**config.mk**
```make
export PLATFORM = sky130hd
export DESIGN_NAME = bcd_convert_scheduler
export DESIGN_NICKNAME = d
export VERILOG_FILES = /design/src/rtl/bcd_convert_scheduler.sv
export SDC_FILE = /design/constraint.sdc
export NUM_CORES = 1
export LEC_CHECK = 0
export BUFFER_PORTS_ARGS = -buffer_cell sky130_fd_sc_hd__clkbuf_2
export CORE_MARGIN = 2
export CORE_UTILIZATION = 53
export CTS_CLUSTER_DIAMETER = 30
export CTS_CLUSTER_SIZE = 28
export DETAILED_ROUTE_END_ITERATION = 12
export PLACE_DENSITY = 0.78
export SYNTH_ARGS = -nofsm -noshare
export SYNTH_HDL_FRONTEND = slang
export SYNTH_SLANG_ARGS = --single-unit
```
**constraint.sdc**
```tcl
create_clock -name axis_aclk -period 3.25 [get_ports axis_aclk]
set_clock_uncertainty 0.05 [all_clocks]
set_input_delay 0.1625 -clock axis_aclk [delete_from_list [all_inputs] [get_ports axis_aclk]]
set_output_delay 0.1625 -clock axis_aclk [all_outputs]
set_load 0.1 [all_outputs]
```
**src/rtl/bcd_convert_scheduler.sv**
```systemverilog
`default_nettype none
// ============================================================================
// Module   : bcd_convert_scheduler
// Purpose  : Round-robin shared 24-bit binary to 6-digit BCD double-dabble engine.
// Revision : 1.0  initial release
// ============================================================================
module bcd_convert_scheduler #(
    parameter int NUM_REQ  = 4,
    parameter int ID_WIDTH = 2
) (
    input  logic                    axis_aclk,
    input  logic                    axis_resetn,
    input  logic [NUM_REQ-1:0]      req_valid,
    output logic [NUM_REQ-1:0]      req_ready,
    input  logic [24*NUM_REQ-1:0]   req_binary,
    output logic                    rsp_valid,
    input  logic                    rsp_ready,
    output logic [ID_WIDTH-1:0]     rsp_id,
    output logic [23:0]             rsp_bcd,
    output logic                    rsp_overflow,
    output logic                    busy
);

    localparam logic [23:0] c_MAX_DEC   = 24'd999999;
    localparam logic [23:0] c_SATURATED = 24'h999999;
    localparam logic [4:0]  c_LAST_BIT  = 5'd23;

    typedef enum logic [1:0] {
        ST_IDLE    = 2'd0,
        ST_CONVERT = 2'd1,
        ST_DONE    = 2'd2
    } state_t;

    state_t                state_q;
    logic [ID_WIDTH-1:0]   last_grant_q;
    logic [ID_WIDTH-1:0]   id_q;
    logic [23:0]           shift_q;
    logic [23:0]           digits_q;
    logic [23:0]           digits_d;
    logic [23:0]           digits_adj;
    logic [4:0]            cnt_q;
    logic                  ovf_q;

    logic                  grant_found;
    logic [ID_WIDTH-1:0]   grant_idx;
    logic [23:0]           sel_value;

    // Search order starts just after the previous winner, wrapping at NUM_REQ.
    always_comb begin
        grant_found = 1'b0;
        grant_idx   = '0;
        if (state_q == ST_IDLE && axis_resetn) begin
            for (int i = 1; i <= NUM_REQ; i++) begin
                for (int k = 0; k < NUM_REQ; k++) begin
                    if (!grant_found && req_valid[k] &&
                        k == (int'(last_grant_q) + i) % NUM_REQ) begin
                        grant_found = 1'b1;
                        grant_idx   = ID_WIDTH'(k);
                    end
                end
            end
        end
    end

    always_comb begin
        req_ready = '0;
        sel_value = '0;
        for (int k = 0; k < NUM_REQ; k++) begin
            if (grant_found && grant_idx == ID_WIDTH'(k)) begin
                req_ready[k] = 1'b1;
                sel_value    = req_binary[24*k +: 24];
            end
        end
    end

    always_comb begin
        digits_adj = digits_q;
        for (int d = 0; d < 6; d++) begin
            if (digits_q[4*d +: 4] >= 4'd5) begin
                digits_adj[4*d +: 4] = digits_q[4*d +: 4] + 4'd3;
            end
        end
        digits_d = {digits_adj[22:0], shift_q[23]};
    end

    always_ff @(posedge axis_aclk or negedge axis_resetn) begin
        if (!axis_resetn) begin
            state_q      <= ST_IDLE;
            last_grant_q <= ID_WIDTH'(NUM_REQ - 1);
            id_q         <= '0;
            shift_q      <= '0;
            digits_q     <= '0;
            cnt_q        <= '0;
            ovf_q        <= 1'b0;
            rsp_valid    <= 1'b0;
            rsp_id       <= '0;
            rsp_bcd      <= '0;
            rsp_overflow <= 1'b0;
            busy         <= 1'b0;
        end else begin
            case (state_q)
                ST_IDLE: begin
                    if (grant_found) begin
                        shift_q      <= sel_value;
                        id_q         <= grant_idx;
                        last_grant_q <= grant_idx;
                        digits_q     <= '0;
                        cnt_q        <= c_LAST_BIT;
                        ovf_q        <= (sel_value > c_MAX_DEC);
                        busy         <= 1'b1;
                        state_q      <= ST_CONVERT;
                    end
                end
                ST_CONVERT: begin
                    digits_q <= digits_d;
                    shift_q  <= {shift_q[22:0], 1'b0};
                    if (cnt_q == 5'd0) begin
                        // Overflowed inputs still run all 24 steps; result is saturated.
                        rsp_bcd      <= ovf_q ? c_SATURATED : digits_d;
                        rsp_id       <= id_q;
                        rsp_overflow <= ovf_q;
                        rsp_valid    <= 1'b1;
                        state_q      <= ST_DONE;
                    end else begin
                        cnt_q <= cnt_q - 5'd1;
                    end
                end
                ST_DONE: begin
                    if (rsp_ready) begin
                        rsp_valid <= 1'b0;
                        busy      <= 1'b0;
                        state_q   <= ST_IDLE;
                    end
                end
                default: begin
                    state_q <= ST_IDLE;
                end
            endcase
        end
    end

endmodule
`default_nettype wire
```
==> qor.txt, run 1 <==
Commonest non-fill, non-tap cells in the layout -> clkbuf_2, nand2_1, dfrtp_1
Largest net degree at the start of global routing -> 78
Share of layout cells above drive strength 1 -> 26.7%
Worst hold slack -> 0.0546 ns
Critical Path RT -> 3.04 ns
Clock Sinks -> 89
Seq/Total Area, Yosys -> 44.5%
CP max stage cell -> dfstp_2
Vias per inst -> 5.84
Number of standard cells in the layout, taps in and fillers out -> 812
Dpl cells -> 792
DP Wirelength -> 9.68 mm
Endpoints failing setup -> 0
Net Sw Power -> 0.00350 W
Setup bufs post-CTS -> 0
FFs w/ async S/R, synth -> 100%
CTS tree -> done
Number of H-tree levels -> 3
Syn avg cell area -> 8.85 sq um
Synth Warn # -> 0
Worst r2r path cells -> 8
Normalized max-slew margin -> 36.6%
Final Hold Violating Endpoints -> 0
# IOs -> 136
Util after Layout -> 66.2%
CTS buffer count -> 9
Startpoint Class -> register
Commonest non-fill, non-tap cell in the layout -> clkbuf_2
Post-synth EDFFs -> 0
CP Class -> register to output port
CTS root buffer -> clkbuf_8
Total global routing overflow -> 0
Cell class contributing the biggest share of worst-path delay -> buffers and inverters
Critical path fanouts, max -> 31
IO buf count -> 135
Sw Share -> 51.8%
Min-delay worst type -> primary input to register
Die width -> 101 um
Initial Util -> 54.5%
Layout area overhead -> 21.5%
Hold Buf Count CTS -> 4
Clk Latency, worst-skew pair -> 0.35 ns
Placer Congestion -> 0.932
Syn Nets -> 683
Predominant post-synthesis flop cell -> dfrtp_1
CTS clock-pin slew for the worst setup and hold paths -> 0.09 ns
Routed WL -> 13.2 mm
Drt wl/cell -> 16.2 um
Area leader, netlist -> dfrtp_1
Crit path DAT -> 2.76 ns
Levels on crit path -> 6
Max Cap Viol -> 0
Largest stage delay, worst path -> 0.62 ns
Seq pwr share -> 30.6%
Post-Synthesis Cells -> 566
RSZ-0062 raised after global routing -> no
Final worst-path cycle share -> 91.6%
Clock Power Share -> 13.0%
Status -> finished, final reports clean
Critical path, cell by cell -> mux2i_1 > o21a_1 > nand2_2 > nor3_4 > buf_4 > clkbuf_2
Final ANT Viol Nets -> 0
Initial antenna violation count -> 0
Starting DRT DRC Count -> 245
Fin Setup TNS -> 0 ns
Min Tclk post-route -> 2.98 ns
Clock tree buffer depth -> 2
ANT cells -> 0
Drt first pass iters -> 6
Worst-Margin Slew -> 0.951 ns
GRT Total Usage -> 27.2%
Crit path capture type -> output port
Synthesized area -> 0.00501 sq mm
DRC Markers -> 0
Distinct cell type count after synthesis -> 55
Worst VDD drop -> 0.000502 V
Leak pwr -> 3.02 nW
Area of the core -> 0.00920 sq mm
Via Count -> 4745
DIE HEIGHT -> 101 um
Final total power -> 0.00675 W
Buffers and inverters on the worst path -> 2
Synth area leaders -> dfrtp_1, nand2_1, o21ai_0, ha_1, a21oi_1
P_int -> 0.00325 W
F_max -> 336 MHz
Post-CTS Resized -> 0
Synth top area share -> 43.4%
Fin nets -> 813
Comb pwr share -> 56.4%
First-pass GRT wire length -> 22.2 mm
Final Max Slew Viols -> 0
Hold Crit Depth -> 3
FP Rows -> 35
Pwr Density -> 1110 mW/mm^2
Vias in the first global route -> 4794
Die area -> 0.0102 sq mm
Register bit total from synthesis -> 89
[per-stage QoR]
step	instance area, sq um	setup slack (ns)
after floorplan	5010	0.158
after global placement	5810	0.559
after detailed placement	5810	0.452
after CTS	6090	0.276
after global routing	6090	0.0806
final	6090	0.273
[synth_stat cells (12+ instances only)]
master,n
nand2_1,97
dfrtp_1,87
o21ai_0,43
nor2_1,40
a21oi_1,34
nand3_1,28
clkbuf_1,26
inv_1,15
ha_1,14
and3_1,13
a31oi_1,12
nor3_1,12
[per-layer routing]
layer / GRT usage [%] / part of all wire, % / up-vias
li1: - / - / 2297
met5: 0 / 0 / -
met3: 3.80 / 5.4 / 23
met2: 47.6 / 50 / 172
met4: 10.2 / 1.8 / 0
met1: 34.1 / 43 / 2253
[power groups by stage]
stage	sequential (W)	combinational, W	clock (W)
6_report	0.00207	0.00380	0.000879
5_1_grt	0.00213	0.00418	0.000935
4_1_cts	0.00206	0.00381	0.000891
3_5_place_dp	0.00208	0.00380	0
3_3_place_gp	0.00204	0.00369	0
2_1_floorplan	0.00313	0.00192	0
[area by class of cell]
| cell class | instances | area [sq um] |
|---|---|---|
| fill | 735 | 3110 |
| clock inverter | 4 | 73.8 |
| clock buffer | 12 | 165 |
| timing repair buffer | 152 | 833 |
| sequential | 89 | 2230 |
| multi-input combinational | 429 | 2590 |
| inverter | 15 | 56.3 |
| tap | 111 | 139 |
[worst register-to-register path, stage by stage, from the launching register on]
cell and delay, ns:
dfstp_2 0.62, mux2i_1 0.28, o21a_1 0.20, nand2_2 0.37, a221oi_1 0.45, a21o_1 0.16, a31oi_1 0.11, a211oi_1 0.29
o2111ai_1 0.16
[path summary, 6_finish.rpt]
kind	from	end	slack (ns)
hold / removal	req_binary[42]	shift_q[18]	0.05
setup reg to reg	last_grant_q[1]	ovf_q	0.42
setup / recovery	last_grant_q[1]	req_ready[0]	0.27
max in group asynchronous	axis_resetn	digits_q[21]	1.79
min in group asynchronous	axis_resetn	shift_q[10]	0.17
hold reg to reg	id_q[1]	rsp_id[1]	0.43
[cells by family after synthesis]
logic type / synth area share, %
flops: 44.5
buf+inv: 3.89
xor+xnor: 1.57
mux: 3.80
simple gates: 20.8
compound gates: 21.9
fa+ha+maj: 3.50
[sequential cells by signal, indices dropped and copies added, names as in the netlist, 2 cells and up]
register	count
rsp_id	2
id_q	2
rsp_bcd	24
shift_q	24
cnt_q	5
state_q	2
last_grant_q	2
digits_q	24
Power figures use the tool's default switching activity.
==> run 2: changes to the inputs <==
CORE_UTILIZATION = 48   (was 53)
PLACE_DENSITY = 0.74   (was 0.78)
clock period = 2.7 ns   (was 3.25 ns; I/O delays follow)
==> run 2 against run 1 <==
Critical path depth grew 2. Routed wire length grew 3.8%. Power grew 20%. Clock power grew 3.3%. Cell count grew 4.4%. Critical endpoint is now ovf_q. Sequential cell count is the same. Largest power group unchanged. Die area grew 10%. Hold slack gained 0.023 ns. Count of clock-buffer cells in the layout shrank 1. First-iteration DRC count shrank 5.3%. Core utilization shrank 5.4 points. Largest cell class unchanged. Via count grew 2.8%.
==> qor.txt, run 2 (synthesis gave the netlist of run 1 again) <==
Status -> finished, final reports clean
FP Rows -> 37 (+5.7%)
Drt wl/cell -> 16.1 um (-0.57%)
CTS buffer count -> 9 (unchanged)
Dpl cells -> 822 (+3.8%)
Critical path fanouts, max -> 6 (-81%)
Placer Congestion -> 0.930 (-0.28%)
Critical path, cell by cell -> mux2i_2 > o21ai_2 > nor3_1 > a221oi_1 > a21o_1 > a31oi_1 > a211oi_1 > o2111ai_1
Commonest non-fill, non-tap cells in the layout -> clkbuf_2, nand2_1, dfrtp_1
Startpoint Class -> register
Crit path DAT -> 2.80 ns (+0.04 ns)
ANT cells -> 0 (unchanged)
First-pass GRT wire length -> 22.4 mm (+0.84%)
CP max stage cell -> dfstp_2
Worst-Margin Slew -> 1.16 ns (+0.212 ns)
Clock Sinks -> 89 (unchanged)
Net Sw Power -> 0.00424 W (+21%)
Initial Util -> 49.0% (-5.5 points)
Vias in the first global route -> 4855 (+1.3%)
Final worst-path cycle share -> 95.6%
Crit path capture type -> register
Largest net degree at the start of global routing -> 70 (-10%)
Routed WL -> 13.7 mm (+3.8%)
Clk Latency, worst-skew pair -> 0.36 ns (about the same)
Top Registers -> digits_q (24), rsp_bcd (24), shift_q (24)
Die area -> 0.0113 sq mm (+10%)
Worst VDD drop -> 0.000932 V (+86%)
Area of the core -> 0.0102 sq mm (+11%)
Number of H-tree levels -> 3 (unchanged)
Share of layout cells above drive strength 1 -> 28.2% (+1.6 points)
Min Tclk post-route -> 2.58 ns
Endpoints failing setup -> 0 (unchanged)
Starting DRT DRC Count -> 232 (-5.3%)
Layout area overhead -> 24.2%
Pwr Density -> 1300 mW/mm^2 (+17%)
Vias per inst -> 5.75 (-1.6%)
Largest stage delay, worst path -> 0.63 ns (about the same)
F_max -> 387 MHz
Initial antenna violation count -> 0 (unchanged)
Seq pwr share -> 30.9% (+0.3 points)
GRT Total Usage -> 24.8% (-2.4 points)
Die width -> 106 um (+4.9%)
Via Count -> 4876 (+2.8%)
CTS tree -> done
IO buf count -> 135 (unchanged)
Leak pwr -> 3.06 nW (+1.3%)
Drt first pass iters -> 5 (-1)
CP Class -> register to register
Final Hold Violating Endpoints -> 0 (unchanged)
DP Wirelength -> 10.1 mm (+3.9%)
Critical Path RT -> 2.92 ns (-0.12 ns)
Util after Layout -> 60.8% (-5.4 points)
Number of standard cells in the layout, taps in and fillers out -> 848 (+4.4%)
Comb pwr share -> 57.9% (+1.5 points)
CTS clock-pin slew for the worst setup and hold paths -> 0.09 ns (about the same)
Normalized max-slew margin -> 22.2% (-14 points)
Reg-to-reg slack, setup -> 0.12 ns (-0.30 ns)
Total global routing overflow -> 0 (unchanged)
Fill cells -> 915 (+24%)
CTS root buffer -> clkbuf_8
DRC Markers -> 0 (unchanged)
Commonest non-fill, non-tap cell in the layout -> clkbuf_2
RSZ-0062 raised after global routing -> no
Max Cap Viol -> 0 (unchanged)
P_int -> 0.00385 W (+19%)
DIE HEIGHT -> 106 um (+4.9%)
Clock Power Share -> 11.2% (-1.8 points)
Final ANT Viol Nets -> 0 (unchanged)
Min-delay worst type -> primary input to register
Clock tree buffer depth -> 2 (unchanged)
Sw Share -> 52.4% (+0.54 points)
Fin nets -> 824 (+1.4%)
# IOs -> 136 (unchanged)
Final Max Slew Viols -> 0 (unchanged)
-- run 2: cell count changes in the layout (fill, tap and decap cells not counted), sizes merged --
cell,delta
buf,+12
bufinv,-1
clkbuf,-2
clkinvlp,+2
-- run 2: stage by stage --
step	cell area, sq um	setup slack, ns	TNS (ns)	hold WS [ns]	total power (W)
detailed placement	5920	0.131	0	-0.0150	0.00710
finish	6220	0.119	0	0.0778	0.00809
global placement	5920	0.194	0	-0.0159	0.00692
CTS	6160	0.0619	0	0.0172	0.00803
global route	6220	0.00606	0	0.0835	0.00864
floorplan	5020	-0.345	-0.345	-0.211	0.00609
-- run 2: repair_timing --
item	in CTS	in global routing
setup endpoints to repair	1	3
pin swaps	0	2
gates resized for setup	1	6
endpoints found under the hold margin	22	0
hold buffers	4	0
buffers inserted	0	6
cloned	0	0
-- run 2: routing by layer --
layer  GRT usage, %  vias up  part of all wire [%]
li1               -     2318                     -
met1           31.4     2319                    42
met2           42.2      209                    50
met3           3.62       30                   6.1
met4           10.6        0                   2.2
met5              0        -                     0
-- run 2: final cells by class --
class,instances,area [sq um],share of cell area [%]
inverter,15,56.3,0.905
sequential,89,2230,35.8
multi-input combinational,429,2610,41.9
clock buffer,11,141,2.27
tap,136,170,2.73
timing repair buffer,163,962,15.5
clock inverter,5,55.1,0.884
-- run 2: power by group through the flow --
| stage | sequential, W | clock [W] | combinational, W |
|---|---|---|---|
| floorplan | 0.00377 | 0 | 0.00232 |
| global placement | 0.00247 | 0 | 0.00445 |
| detailed placement | 0.00251 | 0 | 0.00459 |
| CTS | 0.00249 | 0.000931 | 0.00461 |
| global route | 0.00257 | 0.000976 | 0.00509 |
| finish | 0.00250 | 0.000908 | 0.00469 |
-- run 2: path summary, 6_finish.rpt --
check                                 from          end  cells past startpoint
max reg2reg                last_grant_q[1]        ovf_q                      8
max                        last_grant_q[1]        ovf_q                      8
min                         req_binary[29]   shift_q[5]                      3
max in group asynchronous      axis_resetn  rsp_bcd[21]                      3
min in group asynchronous      axis_resetn   shift_q[3]                      2
min reg2reg                        id_q[1]    rsp_id[1]                      2
-- run 2: worst max-delay path, delay by kind of cell (launching register included) --
family / cells / cell delay, ns
and+or+nand+nor: 1 / 0.48
muxes: 1 / 0.27
AOI/OAI and AO/OA: 6 / 1.07
DFF: 1 / 0.63
==> run 3: changes to the inputs <==
CORE_UTILIZATION = 53   (was 48)
PLACE_DENSITY = 0.78   (was 0.74)
SKIP_LAST_GASP = 1   (was not set)
clock period = 2.45 ns   (was 2.7 ns; I/O delays follow)
==> run 3 against run 2 <==
Global-route usage is 3.0 points higher. Register-to-register slack got worse by 0.11 ns. Largest cell class unchanged. Count of clock-buffer cells in the layout decreased by 2. Critical endpoint unchanged.
==> qor.txt, run 3 (synthesis gave the netlist of run 1 again) <==
Fin nets -> 835 (+1.3%)
Placer Congestion -> 0.993 (+6.8%)
Pwr Density -> 1440 mW/mm^2 (+11%)
Min Tclk post-route -> 2.44 ns (-0.138 ns)
CTS tree -> done
ANT cells -> 0 (unchanged)
Starting DRT DRC Count -> 313 (+35%)
Crit path capture type -> register
Area of the core -> 0.00920 sq mm (-10%)
F_max -> 409 MHz (+5.7%)
CTS root buffer -> clkbuf_8
Endpoints failing setup -> 0 (unchanged)
Die width -> 101 um (-4.7%)
Clock tree buffer depth -> 2 (unchanged)
Critical Path RT -> 2.62 ns (-0.30 ns)
RSZ-0062 raised after global routing -> yes
Setup WS post-layout -> 0.00723 ns (-0.112 ns)
Drt wl/cell -> 16.4 um (+1.5%)
Final Hold Violating Endpoints -> 0 (unchanged)
CP Class -> register to register
Clk Latency, worst-skew pair -> 0.36 ns (about the same)
Grt peak-use layer -> met2
GRT Total Usage -> 27.7% (+3.0 points)
Crit path DAT -> 2.62 ns (-0.18 ns)
Initial antenna violation count -> 0 (unchanged)
Number of H-tree levels -> 3 (unchanged)
Reg2reg end -> ovf_q
FP Rows -> 35 (-5.4%)
Commonest non-fill, non-tap cell in the layout -> clkbuf_2
Worst-Margin Slew -> 1.02 ns (-0.148 ns)
HP Start -> req_binary[73]
Die area -> 0.0102 sq mm (-9.1%)
Met1 Usage GRT -> 36.5% (+5.1 points)
Min-delay worst type -> primary input to register
Leak pwr -> 3.13 nW (+2.4%)
Min-Delay Endpoint -> shift_q[1]
Final Max Slew Viols -> 0 (unchanged)
Vias in the first global route -> 4787 (-1.4%)
Clock Sinks -> 89 (unchanged)
DP Wirelength -> 10.1 mm (+0.25%)
GRT met3 Usage -> 3.38% (-0.24 points)
Final worst-path cycle share -> 99.7% (+4.1 points)
Reg-to-reg slack, setup -> 0.007 ns (-0.11 ns)
Routed WL -> 13.7 mm (-0.15%)
Worst VDD drop -> 0.000750 V (-20%)
Critical path fanouts, max -> 6 (unchanged)
DIE HEIGHT -> 101 um (-4.7%)
Layout area overhead -> 26.4%
Top Registers -> digits_q (24), rsp_bcd (24), shift_q (24)
Startpoint Class -> register
CTS buffer count -> 9 (unchanged)
Met2 usage -> 46.2% (+4.0 points)
Drt first pass iters -> 5 (unchanged)
Share of layout cells above drive strength 1 -> 29.7% (+1.5 points)
IO buf count -> 135 (unchanged)
Via Count -> 4924 (+0.98%)
Status -> finished, final reports clean
Commonest non-fill, non-tap cells in the layout -> clkbuf_2, nand2_1, dfrtp_1
CTS clock-pin slew for the worst setup and hold paths -> 0.10 ns (about the same)
Pre-CTS setup slack -> 0.0212 ns (-0.110 ns)
DRC Markers -> 0 (unchanged)
Largest net degree at the start of global routing -> 83 (+19%)
Total global routing overflow -> 0 (unchanged)
Normalized max-slew margin -> 32.3% (+10 points)
Max Cap Viol -> 0 (unchanged)
Hold Crit Depth -> 3 (unchanged)
# IOs -> 136 (unchanged)
Worst r2r path cells -> 8 (unchanged)
Fin Setup TNS -> 0 ns (unchanged)
Initial Util -> 54.5% (+5.5 points)
First-pass GRT wire length -> 22.4 mm (+0.28%)
Worst R2R Start -> last_grant_q[1]
Final ANT Viol Nets -> 0 (unchanged)
Vias per inst -> 5.90 (+2.7%)
## run 3: cell types whose count changed in the layout (fill, tap and decap cells not counted), sizes merged
cell	previous run	this run
buf	28	40
inv	15	18
clkbuf	142	139
clkinvlp	2	1
## run 3: layer usage
layer	wire [um]	up-vias
li1	-	2345
met1	5780	2319
met2	6610	223
met3	816	37
met4	450	0
met5	0	-
## run 3: area by class of cell
class / count / area, sq um
Tap cell: 111 / 139
Inverter: 15 / 56.3
Clock buffer: 9 / 124
Clock inverter: 7 / 87.6
Sequential cell: 89 / 2230
Fill cell: 737 / 2860
Multi-Input combinational cell: 429 / 2630
Timing Repair Buffer: 174 / 1070
## run 3: worst max-delay path by stage
stage,startpoint,endpoint,slack (ns),cells past startpoint
after global placement,last_grant_q[1],ovf_q,0.08,8
after detailed placement,last_grant_q[1],ovf_q,0.02,8
after global routing,last_grant_q[1],ovf_q,-0.10,9
final,last_grant_q[1],ovf_q,0.007,8
after floorplan,last_grant_q[1],ovf_q,-0.59,9
after CTS,last_grant_q[1],req_ready[0],-0.004,7
## run 3: worst max-delay path, cell delays in order, from the launching register on
cell and delay [ns]:
dfstp_2 0.58, mux2i_2 0.26, o21ai_2 0.14, nor2_8 0.16, mux2_2 0.35, a222oi_1 0.48
a2111oi_2 0.06, nand4_1 0.12, o2111ai_1 0.10
## run 3: metrics by stage
| step | std cells | total power, W | cell area, sq um | util [%] | hold WS [ns] |
|---|---|---|---|---|---|
| detailed placement | 811 | 0.00800 | 6040 | 65.7 | -0.0861 |
| global placement | 811 | 0.00780 | 6040 | 65.7 | -0.0873 |
| CTS | 831 | 0.00910 | 6300 | 68.5 | 0.0188 |
| floorplan | 566 | 0.00672 | 5030 | - | -0.223 |
| finish | 834 | 0.00911 | 6330 | 68.9 | 0.0269 |
| global route | 834 | 0.00974 | 6330 | 68.9 | 0.0275 |
## run 3: power breakdown
part	internal [W]	switching [W]
registers	0.00218	0.000555
clock network	0.000493	0.000587
logic	0.00165	0.00365
## run 3: repair_timing
action / CTS / global route
gates resized for setup: 1 / 5
pin swaps: 2 / 0
cloned: 0 / 0
hold buffers: 4 / 0
hold endpoints to repair: 9 / 0
setup endpoints to repair: 3 / 4
buffers inserted: 0 / 3
